## config.mk

```make
export PLATFORM = sky130hd
export DESIGN_NAME = hi_lo_unit
export DESIGN_NICKNAME = d
export VERILOG_FILES = /design/src/rtl/hi_lo_unit.sv
export SDC_FILE = /design/constraint.sdc
export NUM_CORES = 1
export LEC_CHECK = 0
export ABC_AREA = 1
export CAP_MARGIN = 20
export CORE_UTILIZATION = 45
export CTS_CLUSTER_SIZE = 8
export DETAILED_ROUTE_END_ITERATION = 12
export GPL_TIMING_DRIVEN = 1
export PLACE_DENSITY = 0.65
export SKIP_CTS_REPAIR_TIMING = 1
export SYNTH_ARGS = -nofsm -noshare
export SYNTH_HDL_FRONTEND = slang
export SYNTH_SLANG_ARGS = --single-unit
export TNS_END_PERCENT = 30
```

## constraint.sdc

```tcl
create_clock -name Clk -period 2.7 [get_ports Clk]
set_clock_uncertainty 0.05 [all_clocks]
set_input_delay 0.54 -clock Clk [delete_from_list [all_inputs] [get_ports Clk]]
set_output_delay 0.54 -clock Clk [all_outputs]
set_load 0.01 [all_outputs]
```

## src/rtl/hi_lo_unit.sv

```systemverilog
// hi_lo_unit: HI/LO special registers with mult write, mthi/mtlo and two-cycle madd/msub accumulate
module hi_lo_unit (
  input  logic        Clk,
  input  logic        Reset,
  input  logic        OpValid,
  input  logic [2:0]  HiLoOp,
  input  logic [31:0] ProductHi,
  input  logic [31:0] ProductLo,
  input  logic [31:0] MoveData,
  output logic [31:0] HiOut,
  output logic [31:0] LoOut,
  output logic        Busy,
  output logic        Done
);
  typedef enum logic [1:0] {IDLE, ACC_LO, ACC_HI} state_t;
  state_t      state_q, state_d;
  logic [31:0] hi_q, hi_d, lo_q, lo_d;
  logic [63:0] p_q, p_d;
  logic        sub_q, sub_d, c_q, c_d, done_q, done_d;
  logic [32:0] lo_sum;
  logic [31:0] hi_acc;
  // carry-chained halves of the accumulate; the carry/borrow links LO into HI
  always_comb begin
    lo_sum = sub_q ? {lo_q < p_q[31:0], lo_q - p_q[31:0]} : {1'b0, lo_q} + {1'b0, p_q[31:0]};
    hi_acc = sub_q ? hi_q - p_q[63:32] - {31'd0, c_q} : hi_q + p_q[63:32] + {31'd0, c_q};
  end
  // next-state and register updates; ops are only accepted in IDLE
  always_comb begin
    state_d = state_q;
    hi_d    = hi_q;
    lo_d    = lo_q;
    p_d     = p_q;
    sub_d   = sub_q;
    c_d     = c_q;
    done_d  = 1'b0;
    unique case (state_q)
      IDLE: if (OpValid) begin
        unique case (HiLoOp)
          3'b001: begin
            hi_d   = ProductHi;
            lo_d   = ProductLo;
            done_d = 1'b1;
          end
          3'b010, 3'b011: begin
            p_d     = {ProductHi, ProductLo};
            sub_d   = HiLoOp[0];
            state_d = ACC_LO;
          end
          3'b100: begin
            hi_d   = MoveData;
            done_d = 1'b1;
          end
          3'b101: begin
            lo_d   = MoveData;
            done_d = 1'b1;
          end
          default: ;
        endcase
      end
      ACC_LO: begin
        {c_d, lo_d} = lo_sum;
        state_d     = ACC_HI;
      end
      ACC_HI: begin
        hi_d    = hi_acc;
        done_d  = 1'b1;
        state_d = IDLE;
      end
      default: state_d = IDLE;
    endcase
  end
  // state registers, cleared asynchronously so a reset aborts any accumulate
  always_ff @(posedge Clk or negedge Reset) begin
    if (!Reset) begin
      state_q <= IDLE;
      hi_q    <= '0;
      lo_q    <= '0;
      p_q     <= '0;
      sub_q   <= 1'b0;
      c_q     <= 1'b0;
      done_q  <= 1'b0;
    end else begin
      state_q <= state_d;
      hi_q    <= hi_d;
      lo_q    <= lo_d;
      p_q     <= p_d;
      sub_q   <= sub_d;
      c_q     <= c_d;
      done_q  <= done_d;
    end
  end
  assign HiOut = hi_q;
  assign LoOut = lo_q;
  assign Busy  = (state_q != IDLE);
  assign Done  = done_q;
endmodule

```

---- Word-level counts from Yosys, hierarchy flattened ----
Cells that the tools add are included.
word-level totals
  input port bits ......................... 102
  flip-flop bits (word level) ............. 133
  logic and storage cells ................. 49
cells by class
  mux-type cells .......................... 14
  equal/unequal tests ..................... 11
  reduce and logical (&&, ||, !) cells .... 10
  order comparisons ....................... 1
  add/sub/neg operators ................... 6
operator list
  operator                                                count
  case mux 32 bit (2 select lines)                        4
  two-way mux 32 bit                                      3
  subtractor 32 bit                                       2
  adder 32 x 32 -> 33 bit                                 1
  two-way mux 33 bit                                      1
  adder 32 x 1 -> 32 bit                                  1
  adder 32 bit                                            1
  < comparator 32 bit                                     1
  subtractor 32 x 1 -> 32 bit                             1
  AND reduction 3 bit                                     3
  == test 3 x 2 -> 1 bit (second input constant)          2
  == test 3 bit (second input constant)                   2
  inequality test 3 x 1 -> 1 bit (second input constant)  2
  nonzero test 2 bit                                      3
  two-way mux 2 bit                                       2
  case mux 2 bit (2 select lines)                         1
  == test 3 x 1 -> 1 bit (second input constant)          1
  OR reduction 3 bit                                      1
  == test 2 x 1 -> 1 bit (second input constant)          1
  == test 2 bit (second input constant)                   1
  zero test 2 bit                                         1
  two-way mux 1 bit                                       2
  inequality test 2 x 1 -> 1 bit (second input constant)  1
  inequality test 2 bit (second input constant)           1
  other kinds (3)                                         3

---- Longest topological paths before layout ----
Gate-level depths: netlist of the first run.
  word-level depth ........................ 5
  gate-level depth with buffers ........... 19
  depth with buffers taken out ............ 19

---- Worst setup path before layout of the first run ----
OpenSTA, ideal clock, no wires.
  path kind ............................... flip-flop to flip-flop
  start ................................... register hi_q[0] (netlist: HiOut[0])
  end ..................................... register hi_q[27] (netlist: HiOut[27])
  data required time ...................... 2.534 ns
  library setup time ...................... 0.116 ns
  arrival ................................. 2.149 ns
  buffers on the path ..................... 0
  setup slack ............................. 0.384 ns
  cell stages (with the launch flop) ...... 17
  cells stage by stage .................... dfrtp_1 > inv_1 > fa_1 > inv_1 > ha_1 > nor2_1 > o21ai_2 > nand2_1 > nand2_1 > nand2_1 > nand2_1 > nand2_1 > nand3_1 > nand3_1 > nand3_1 > nand2_1 > nand2_1
on the way
  word-level cells in the longest chain between the ends .. 4
  elaborated cells on any way between the ends .. 6
  those cells by class .................... add/sub (4); mux (2)
ends and longest elaborated chain
  element                                                                       line  RTL
  start, declared                                                               17    logic [31:0] hi_q, hi_d, lo_q, lo_d;
  start signal, assigned                                                        84    hi_q <= hi_d;
  adder 32 bit / subtractor 32 bit (equally long branches)                      25    hi_acc = sub_q ? hi_q - p_q[63:32] - {31'd0, c_q} : hi_q + p_q[63:32] + {31'd0, c_q};
  adder 32 x 1 -> 32 bit / subtractor 32 x 1 -> 32 bit (equally long branches)  25
  two-way mux 32 bit *                                                          25
  case mux 32 bit (2 select lines) *                                            36    unique case (state_q)
Every way passes the cells marked *; elsewhere a longest branch is shown, timed or not.
A chain may end at the register's enable or synchronous reset.

---- Worst setup path after layout of the first run ----
  start ................................... register lo_q[21] (netlist: LoOut[21])
  end ..................................... register lo_q[28] (netlist: LoOut[28])
on the way
  word-level cells in the longest chain between the ends .. 3
  elaborated cells on any way between the ends .. 4
  those cells by class .................... add/sub (2); mux (2)
ends and longest elaborated chain
  element                                                              line  RTL
  start, declared                                                      17
  start signal, assigned                                               85    lo_q <= lo_d;
  adder 32 x 32 -> 33 bit / subtractor 32 bit (equally long branches)  24    lo_sum = sub_q ? {lo_q < p_q[31:0], lo_q - p_q[31:0]} : {1'b0, lo_q} + {1'b0, p_q[31:0]};
  two-way mux 33 bit *                                                 24
  case mux 32 bit (2 select lines) *                                   36
Marks and branches as above.

==> results of run 1 <==
[synthesized netlist by cell type]
cell	n	area share [%]
a21boi_0	1	0.046
a21oi_1	217	6.7
a21oi_2	2	0.11
a31oi_1	13	0.50
and2_1	6	0.23
and3_1	4	0.15
buf_1	3	0.069
buf_2	24	0.74
buf_4	4	0.18
buf_6	3	0.21
clkbuf_1	40	0.92
clkbuf_2	6	0.18
clkbuf_4	1	0.046
dfrtp_1	133	20
fa_1	6	0.74
ha_1	154	12
inv_1	543	13
inv_2	8	0.18
nand2_1	987	23
nand3_1	175	5.4
nand3_2	1	0.061
nand3b_1	8	0.37
nand4_1	23	0.88
nor2_1	242	5.6
nor2_2	13	0.50
nor2_4	1	0.069
nor3_1	17	0.52
nor3_2	1	0.061
nor3b_1	1	0.046
nor4_1	1	0.038
o211ai_1	6	0.28
o21a_1	1	0.046
o21ai_0	178	5.5
o21ai_1	6	0.18
o21ai_2	2	0.11
o21bai_1	21	0.97
o22ai_1	2	0.077
o31ai_1	2	0.092
or2_0	1	0.038
xnor2_1	3	0.16
xor2_1	10	0.54
[kinds of logic (layout without fill, tap and decap cells)]
logic type	after synthesis	after routing	share of synthesized area (%)
AOI/OAI and AO/OA	451	451	14.55
adders and majority gates	160	160	12.57
DFF	133	133	20.44
buffers and inverters	632	851	15.05
and+or+nand+nor	1481	1481	36.69
xor gates and xnor gates	13	13	0.6993
[through the flow]
stage | cell area [um2] | setup WS [ns]
after floorplan | 16280 | 0.3844
after global placement | 18980 | -0.03280
after detailed placement | 18980 | -0.04914
after CTS | 19540 | -0.05635
after global routing | 19990 | -0.04272
final | 19990 | 0.1132
[where the power goes]
group | internal [uW] | leakage [uW] | switching, uW
Sequential | 2440 | 0.00160 | 458
Clock | 1310 | 0.000268 | 1050
Combinational | 4800 | 0.00891 | 8310
[cells in the final DEF (no fill, tap or decap), drive strengths merged]
cell type      Yosys  final
clkdlybuf4s50      0    166
nor3              18     18
dlygate4sd3        0      1
a21boi             1      1
nor4               1      1
nand4             23     23
o211ai             6      6
nand2            987    987
nand3            176    176
clkbuf            47     20
clkinvlp           0      4
o21ai            186    186
o31ai              2      2
nor2             256    256
and2               6      6
dfrtp            133    133
ha               154    154
o22ai              2      2
nor3b              1      1
or2                1      1
xnor2              3      3
nand3b             8      8
buf               34    101
and3               4      4
clkinv             0      7
xor2              10     10
a31oi             13     13
inv              551    551
fa                 6      6
o21bai            21     21
o21a               1      1
a21oi            219    219
bufinv             0      1
[path summary, 6_finish.rpt]
| kind | depth (start not counted) | slack [ns] | from | to |
|---|---|---|---|---|
| min in group asynchronous | 2 | 0.50 | Reset | p_q[20]$_DFFE_PN0P_ |
| min reg2reg | 2 | 0.46 | p_q[63]$_DFFE_PN0P_ | p_q[63]$_DFFE_PN0P_ |
| max reg2reg | 15 | 0.11 | LoOut[21]$_DFFE_PN0P_ | LoOut[28]$_DFFE_PN0P_ |
| max in group asynchronous | 3 | 1.39 | Reset | HiOut[8]$_DFFE_PN0P_ |
| min | 2 | 0.46 | p_q[63]$_DFFE_PN0P_ | p_q[63]$_DFFE_PN0P_ |
| max | 15 | 0.11 | LoOut[21]$_DFFE_PN0P_ | LoOut[28]$_DFFE_PN0P_ |
[area by class of cell]
type / instances / area [um2]
Sequential cell: 133 / 3334
Timing Repair Buffer: 268 / 2509
Fill cell: 3731 / 15580
Multi-Input combinational cell: 2105 / 10940
Inverter: 551 / 2068
Clock buffer: 20 / 456.7
Clock inverter: 12 / 106.4
Tap cell: 461 / 576.8
[state kept, by name (all words and copies together), names as in the netlist]
signal   count
Done         1
HiOut       32
LoOut       32
c_q          1
p_q         64
state_q      2
sub_q        1
[worst register-to-register path, cell delays in order (launching register included)]
cell	delay, ns
dfrtp_1	0.43
ha_1	0.61
inv_1	0.28
nand2_1	0.12
nand2_1	0.08
nand2_1	0.07
nand2_1	0.09
nand2_1	0.07
nand2_1	0.08
nor2_1	0.09
nand2_1	0.08
nand2_1	0.06
inv_1	0.05
nand3_1	0.06
nand3_1	0.11
a21oi_1	0.18
[routing by layer]
metal | vias up | GRT usage [%] | wire length, um
met4 | 0 | 12.60 | 2172
met1 | 8620 | 44.31 | 27730
met2 | 566 | 60.35 | 31020
li1 | 9301 | - | -
met5 | - | 0 | 0
met3 | 100 | 4.312 | 3259
==> metrics.cfg, run 1 <==
[worst_setup_path]
cp.arrival_ns = 2.92
path_cells = ha_1 > inv_1 > nand2_1 > nand2_1 > nand2_1 > nand2_1 > nand2_1 > nand2_1 > nor2_1 > nand2_1 > nand2_1 > inv_1 > nand3_1 > nand3_1 > a21oi_1
cp-end-kind = register
worstSetupPathType = register to register
crit_buf_inv = 2
slowest_delay_ns = 0.61
critPathTopFamily = simple AND/OR/NAND/NOR gates
critPathRequiredTime_ns = 3.03
cp_common_cell = nand2_1
worstSetupStartpointType = register
critical_path.max_fanout = 8
worst_path_max_delay_cell = ha_1

[global_route]
grt_pass1_wl_um = 97590
gr-total-overflow = 0
grt_max_degree = 64
antenna_found_initial = 1
grt_pass1_vias = 17780
grtUsageTotal_pct = 34.94

[final_layout]
n_antenna_cell = 0
post-route-util_pct = 56.21
fin_cells = 3550
finalNetCount = 3338
area_delta_synth_final_pct = 22.79
drive_above_1_share_pct = 8.126

[route]
wirelength_um = 64180
vias = 18590
wire_per_inst_um = 18.08
vias_per_cell = 5.236
ant_nets = 0
firstDrtPassIters = 5
drc_errors = 0
drtIter0Drc = 1356

[place]
io_buffers = 167
dp.cells = 3513
dp_hpwl_um = 52220
gp_routability_congestion = 1.019

[clocking]
cts_tree = yes
cts_htree_levels = 4
clkSlewWorstSetupHoldPaths_ns = 0.07
clk_latency_ns = 0.46
cts-root-buf = clkbuf_16
clkSinkCount = 133
cts_buffer_depth = 2
cts_buffers = 17

[sta]
hold-worst-slack_ns = 0.4639
rsz0062_at_grt = yes
hold_viol_final = 0
tightest_slew_ns = 0.5392
max_freq_mhz = 386.6
fin_setup_tns_ns = 0
relSlewSlack_pct = 64.05
setup_viol = 0
slew_violations = 0
period_needed_ns = 2.587
timing.final.crit_share_pct = 95.81

[die]
core-area_um2 = 35570
initial_core_util_pct = 45.78
die_y_um = 192.2
rows = 69
die_w_um = 192.2
io_pins = 168
fp.dieArea_um2 = 36950

[synth]
ys_ff_latch = 133
synth.avg_cell_area_um2 = 5.673
syn-num-nets = 3132
ys_warn_count = 0
ys_seq_area_share_pct = 20.44
synthesis.area_um2 = 16280
yosys.cell_types.count = 41
syn_inst = 2870

[min_path]
hp-class = register to register

[power_and_ir_drop]
peakVddDrop_mv = 0.6475
cellPowerDensity_nw_per_um2 = 918.8
total_power_uw = 18370
p_leak_uw = 0.01078

[run]
drv_cap = 0

[outcome]
status = complete, no violations

Note: power is estimated with default switching activity, not from simulation.
==> run 2, diff against run 1 <==
--- a/config.mk
+++ b/config.mk
@@ -7,12 +7,16 @@
 export LEC_CHECK = 0
 export ABC_AREA = 1
 export CAP_MARGIN = 20
-export CORE_UTILIZATION = 45
+export CELL_PAD_IN_SITES_DETAIL_PLACEMENT = 1
+export CELL_PAD_IN_SITES_GLOBAL_PLACEMENT = 2
+export CORE_UTILIZATION = 31
 export CTS_CLUSTER_SIZE = 8
 export DETAILED_ROUTE_END_ITERATION = 12
 export GPL_TIMING_DRIVEN = 1
-export PLACE_DENSITY = 0.65
+export PLACE_DENSITY = 0.83
 export SKIP_CTS_REPAIR_TIMING = 1
+export SKIP_LAST_GASP = 1
+export SLEW_MARGIN = 20
 export SYNTH_ARGS = -nofsm -noshare
 export SYNTH_HDL_FRONTEND = slang
 export SYNTH_SLANG_ARGS = --single-unit
==> metrics.cfg, run 2 (synthesized netlist as in run 1, its figures left out) <==
[power_and_ir_drop]
cellPowerDensity_nw_per_um2 = 929.8  ; was 918.8 nW/um2
p_leak_uw = 0.01091  ; was 0.01078 uW
intPower_uw = 8786  ; was 8550 uW
swShare_pct = 54.06  ; was 53.45%
pwr-share-clk_pct = 13.0  ; was 12.9%
p_sw_uw = 10340  ; was 9817 uW
seqPwrFrac_pct = 15.2  ; was 15.8%
peakVddDrop_mv = 0.5972  ; was 0.6475 mV
total_power_uw = 19130  ; was 18370 uW
combPwrFrac_pct = 71.7  ; was 71.4%

[route]
wire_per_inst_um = 19.89  ; was 18.08 um
firstDrtPassIters = 5  ; unchanged
vias = 18910  ; was 18590
ant_nets = 0  ; unchanged
wirelength_um = 75340  ; was 64180 um
vias_per_cell = 4.991  ; was 5.236
drtIter0Drc = 957  ; was 1356
drc_errors = 0  ; unchanged

[final_layout]
area_delta_synth_final_pct = 26.35  ; was 22.79%
top_register = p_q  ; unchanged
fin_cells = 3788  ; was 3550
nFillCells = 6958  ; was 3731
largest_reg_flops = 64  ; unchanged
mostFrequentLayoutCell = nand2_1  ; unchanged
most-common-layout-cells = 961 x nand2_1, 535 x inv_1, 227 x nor2_1  ; was 963 x nand2_1, 532 x inv_1, 234 x nor2_1
post-route-util_pct = 39.86  ; was 56.21%
drive_above_1_share_pct = 9.395  ; was 8.126%
finalNetCount = 3358  ; was 3338
finalInstanceArea_um2 = 20570  ; was 19990 um2
n_antenna_cell = 0  ; unchanged

[sta]
rsz0062_at_grt = yes  ; unchanged
fin_setup_tns_ns = 0  ; unchanged
relSlewSlack_pct = 46.01  ; was 64.05%
hold_viol_final = 0  ; unchanged
slew_violations = 0  ; unchanged
timing.final.crit_share_pct = 96.01  ; was 95.81%
tightest_slew_ns = 0.8086  ; was 0.5392 ns
max_freq_mhz = 385.8  ; was 386.6 MHz
setup_viol = 0  ; unchanged
period_needed_ns = 2.592  ; was 2.587 ns

[die]
die_y_um = 231.2  ; was 192.2 um
initial_core_util_pct = 31.55  ; was 45.78%
io_pins = 168  ; unchanged
die_w_um = 231.2  ; was 192.2 um
fp.dieArea_um2 = 53440  ; was 36950 um2
rows = 83  ; was 69
core-area_um2 = 51610  ; was 35570 um2

[clocking]
cts_htree_levels = 4  ; unchanged
clk_latency_ns = 0.50  ; was 0.46 ns
clkSinkCount = 133  ; unchanged
clkSlewWorstSetupHoldPaths_ns = 0.07  ; about the same
cts-root-buf = clkbuf_16  ; unchanged
cts_buffer_depth = 2  ; unchanged
cts_tree = yes  ; unchanged
cts_buffers = 17  ; unchanged

[place]
dp_hpwl_um = 62430  ; was 52220 um
gp_routability_congestion = 0.9400  ; was 1.019
placed_cell_area_um2 = 19410  ; was 18980 um2
io_buffers = 167  ; unchanged
dp.cells = 3747  ; was 3513

[min_path]
hp-class = register to register  ; unchanged
hold_start = p_q[17]$_DFFE_PN0P_  ; was p_q[63]$_DFFE_PN0P_
hold_path_depth = 2  ; unchanged
whs_endpoint = p_q[17]$_DFFE_PN0P_  ; was p_q[63]$_DFFE_PN0P_

[global_route]
antenna_found_initial = 0  ; was 1
grt_max_degree = 58  ; was 64
grtUsageTotal_pct = 28.68  ; was 34.94%
gr-total-overflow = 0  ; unchanged
grt_pass1_vias = 20370  ; was 17780
grt_pass1_wl_um = 116500  ; was 97590 um

[worst_setup_path]
cp.arrival_ns = 2.93  ; was 2.92 ns
worstSetupStartpointType = register  ; unchanged
worstSetupPathType = register to register  ; unchanged
reg2reg_depth = 15  ; unchanged
critPathRequiredTime_ns = 3.04  ; was 3.03 ns
cp-end-kind = register  ; unchanged
critical_path.max_fanout = 4  ; was 8
r2r_start = p_q[36]$_DFFE_PN0P_  ; was LoOut[21]$_DFFE_PN0P_
r2r_setup_slack_ns = 0.11  ; about the same
r2r_end = HiOut[25]$_DFFE_PN0P_  ; was LoOut[28]$_DFFE_PN0P_

[outcome]
status = complete, no violations  ; unchanged

[run]
drv_cap = 0  ; unchanged

[run 2: changes by cell type in the layout (fill, tap and decap cells not counted), moves of 5 or more]
cell	delta
nor2_1	-7
ha_1	-12
buf_4	+17
ha_2	+11
nor2_2	+5
[run 2: cell type report]
type,count,area [um2],share of cell area [%]
Timing Repair Buffer,288,2696,13.11
Sequential cell,133,3336,16.21
Inverter,551,2068,10.05
Tap cell,680,850.8,4.136
Clock inverter,12,131.4,0.6386
Clock buffer,19,452.9,2.202
Multi-Input combinational cell,2105,11040,53.65
[run 2: power by group through the flow]
stage                     clock network (uW)  logic [uW]  registers, uW
after detailed placement                   0       12700           2940
after global routing                    2600       15300           2970
final                                   2490       13700           2910
after floorplan                            0        7830           2950
after CTS                               2560       12800           2910
after global placement                     0       12600           2910
[run 2: per-stage QoR]
stage	setup slack, ns	hold slack, ns
after global routing	-0.09268	0.4913
after CTS	-0.1205	-0.03929
final	0.1079	0.4711
after global placement	-0.04957	0.4390
after floorplan	0.3844	0.1944
after detailed placement	-0.1070	0.4523
[run 2: how the worst max path moves through the flow]
stage	cells after the start	start	to	slack, ns
2_1_floorplan	16	HiOut[0]$_DFFE_PN0P_	HiOut[27]$_DFFE_PN0P_	0.38
3_3_place_gp	15	HiOut[21]$_DFFE_PN0P_	HiOut[25]$_DFFE_PN0P_	-0.05
3_5_place_dp	15	HiOut[21]$_DFFE_PN0P_	HiOut[25]$_DFFE_PN0P_	-0.11
4_1_cts	15	HiOut[21]$_DFFE_PN0P_	HiOut[25]$_DFFE_PN0P_	-0.12
5_1_grt	16	HiOut[10]$_DFFE_PN0P_	HiOut[23]$_DFFE_PN0P_	-0.09
6_report	15	p_q[36]$_DFFE_PN0P_	HiOut[25]$_DFFE_PN0P_	0.11
[run 2: per-layer routing]
layer | up-vias | GRT usage [%] | wire length, um
met5 | - | 0 | 0
met4 | 0 | 10.99 | 2482
met3 | 107 | 2.805 | 1683
met2 | 291 | 50.96 | 37420
met1 | 9183 | 35.47 | 33750
li1 | 9324 | - | -
[run 2: worst max-delay path, cell delays in order, from the launching register on]
cell and delay [ns]:
dfrtp_1 0.41, ha_1 0.36, inv_1 0.12, ha_4 0.27, nand2_1 0.06, nand2_1 0.07
inv_1 0.09, o21ai_0 0.10, a21oi_1 0.16, nand2_2 0.13, nand2_1 0.11, nand4_1 0.08
nand3_1 0.15, nand3_1 0.14, nand2_1 0.12, nand2_1 0.05
==> patch (flow settings as in run 2) <==
Add an input register stage for `ProductHi`; this delays it by one clock. The other inputs are not delayed to match.
--- a/src/rtl/hi_lo_unit.sv
+++ b/src/rtl/hi_lo_unit.sv
@@ -15,2 +15,9 @@
   typedef enum logic [1:0] {IDLE, ACC_LO, ACC_HI} state_t;
+
+  logic [31:0] ProductHi_q;
+
+  always_ff @(posedge Clk) begin
+    ProductHi_q <= ProductHi;
+  end
+
   state_t      state_q, state_d;
@@ -39,3 +46,3 @@
           3'b001: begin
-            hi_d   = ProductHi;
+            hi_d   = ProductHi_q;
             lo_d   = ProductLo;
@@ -44,3 +51,3 @@
           3'b010, 3'b011: begin
-            p_d     = {ProductHi, ProductLo};
+            p_d     = {ProductHi_q, ProductLo};
             sub_d   = HiLoOp[0];
Function: changed (Yosys sat finds a counterexample within 4 cycles, from zero or initial values and one cycle with Reset low).
==> patch against run 2 <==
- setup slack got worse by 35 ps
- routed wire length increased by 8.6%
- sequential cell count increased by 32
- power increased by 6.7%
- sequential power increased by 18%
- critical path depth decreased by 3
- area after synthesis increased by 4.7%
- final area increased by 4.5%
- largest cell class unchanged
- largest power group unchanged
==> patch: results <==
metrics = {
    "power": {
        "ir_drop_v": 0.0005835,
        "p_leak_nw": 11.16,
    },
    "cells_and_area": {
        "final_layout_size_suffix_gt1_share_pct": 10.36,
        "final_nets": 3386,
        "diodes": 0,
        "fillers": 7185,
        "largest_reg_flops": 64,
    },
    "critical_path": {
        "rr_worst_depth": 12,
        "critical_path.top_delay_family": "adder cells",
        "regToRegStartpoint": "p_q[55]",
        "r2r_setup_slack_ps": 70,
        "crit_end": "HiOut[24]",
        "worstPathArrival_ps": 2990,
        "max_stage_delay_ps": 440,
    },
    "synthesis": {
        "seq_area_frac_synth_pct": 23.28,
        "synthFlopType": "dfrtp_1",
        "ys_types": 45,
        "syn_area_per_cell_sq_um": 5.900,
        "syn-num-nets": 3151,
        "synth.area.top_cells": "nand2_1, dfrtp_1, inv_1",
        "synthTopCellsByCount": "nand2_1, inv_1, nor2_1",
        "synthArstFlopShare_pct": 80.61,
    },
    "placed_design": {
        "placed_cells_incl_taps": 3789,
        "place_hpwl_microns": 67760,
        "place_congestion": 0.9451,
    },
    "cts": {
        "cts_root_buf": "clkbuf_16",
        "clkTransAtPathRegs_ps": 90,
        "htreeDepth": 4,
    },
    "drt": {
        "drt_iter0_drc": 1404,
        "avgRoutedWirePerCell_microns": 21.34,
        "postRouteWirelength_microns": 81790,
        "vias": 19548,
    },
    "global_route": {
        "grt_pass1_wl_microns": 121700,
        "grt_use_total_pct": 29.13,
        "grt_max_degree": 92,
        "antenna_found_initial": 4,
    },
    "timing": {
        "tightestPinTransition_ps": 810.5,
        "period_minus_slack_ps": 2627,
    },
    "status": {
        "status": "finished, final reports clean",
    },
}
-- patch: kinds of logic after synthesis --
logic type	after synthesis	synth area share (%)
simple gates	1487	35.91
fa+ha+maj	160	12.01
flops	165	23.28
xor+xnor	13	0.6679
compound gates	450	14.15
buf+inv	614	13.98
-- patch: metal layers --
layer | part of all wire, % | global-route usage, % | vias to the layer above
li1 | - | - | 9440
met3 | 6.1 | 5.934 | 116
met2 | 43 | 44.38 | 575
met5 | 0.012 | 0 | -
met4 | 2.8 | 10.04 | 2
met1 | 48 | 40.58 | 9415
-- patch: layout make-up --
class                   count  area, sq um  share of cell area [%]
multi-input cells        2110        11220                   52.21
flip-flops and latches    165         3975                   18.50
repair buffers            293         2813                   13.09
inverters                 537         2016                   9.380
well taps                 696        870.8                   4.053
clock buffers              21        493.0                   2.294
clock inverters            11        101.3                  0.4716
-- patch: worst min-delay path: stages (launching register included) --
cell	delay, ps
dfxtp_1	310
nand2_1	60
nand2_1	40
-- patch: worst min-delay path by stage --
stage	from	depth (start not counted)	to	slack, ps
after detailed placement	ProductHi_q[22]	2	p_q[54]	380
final	ProductHi_q[22]	2	p_q[54]	380
after global placement	ProductHi_q[30]	2	p_q[62]	390
after global routing	ProductHi_q[22]	2	p_q[54]	400
after floorplan	Reset	0	Done	190
after CTS	Reset	1	LoOut[28]	-130
-- patch: stage by stage --
stage / setup WS (ps) / utilization, % / area, sq um / hold WS (ps) / setup TNS, ps
floorplan: 398.9 / - / 17050 / 194.4 / 0
global placement: -130.8 / 37.58 / 20300 / 386.6 / -381.4
detailed placement: -149.0 / 37.58 / 20300 / 384.3 / -401.4
CTS: -176.1 / 38.68 / 20900 / -126.6 / -588.6
global route: -59.87 / 39.77 / 21490 / 401.5 / -354.4
finish: 73.22 / 39.77 / 21490 / 379.8 / 0
-- patch: where the power goes --
group	leakage [nW]	total, mW	internal [mW]	switching, mW
clock network	0.296	2.65	1.35	1.30
registers	1.87	3.44	2.94	0.501
logic	8.99	14.3	5.13	9.20
total	11.2	20.4	9.41	11.0
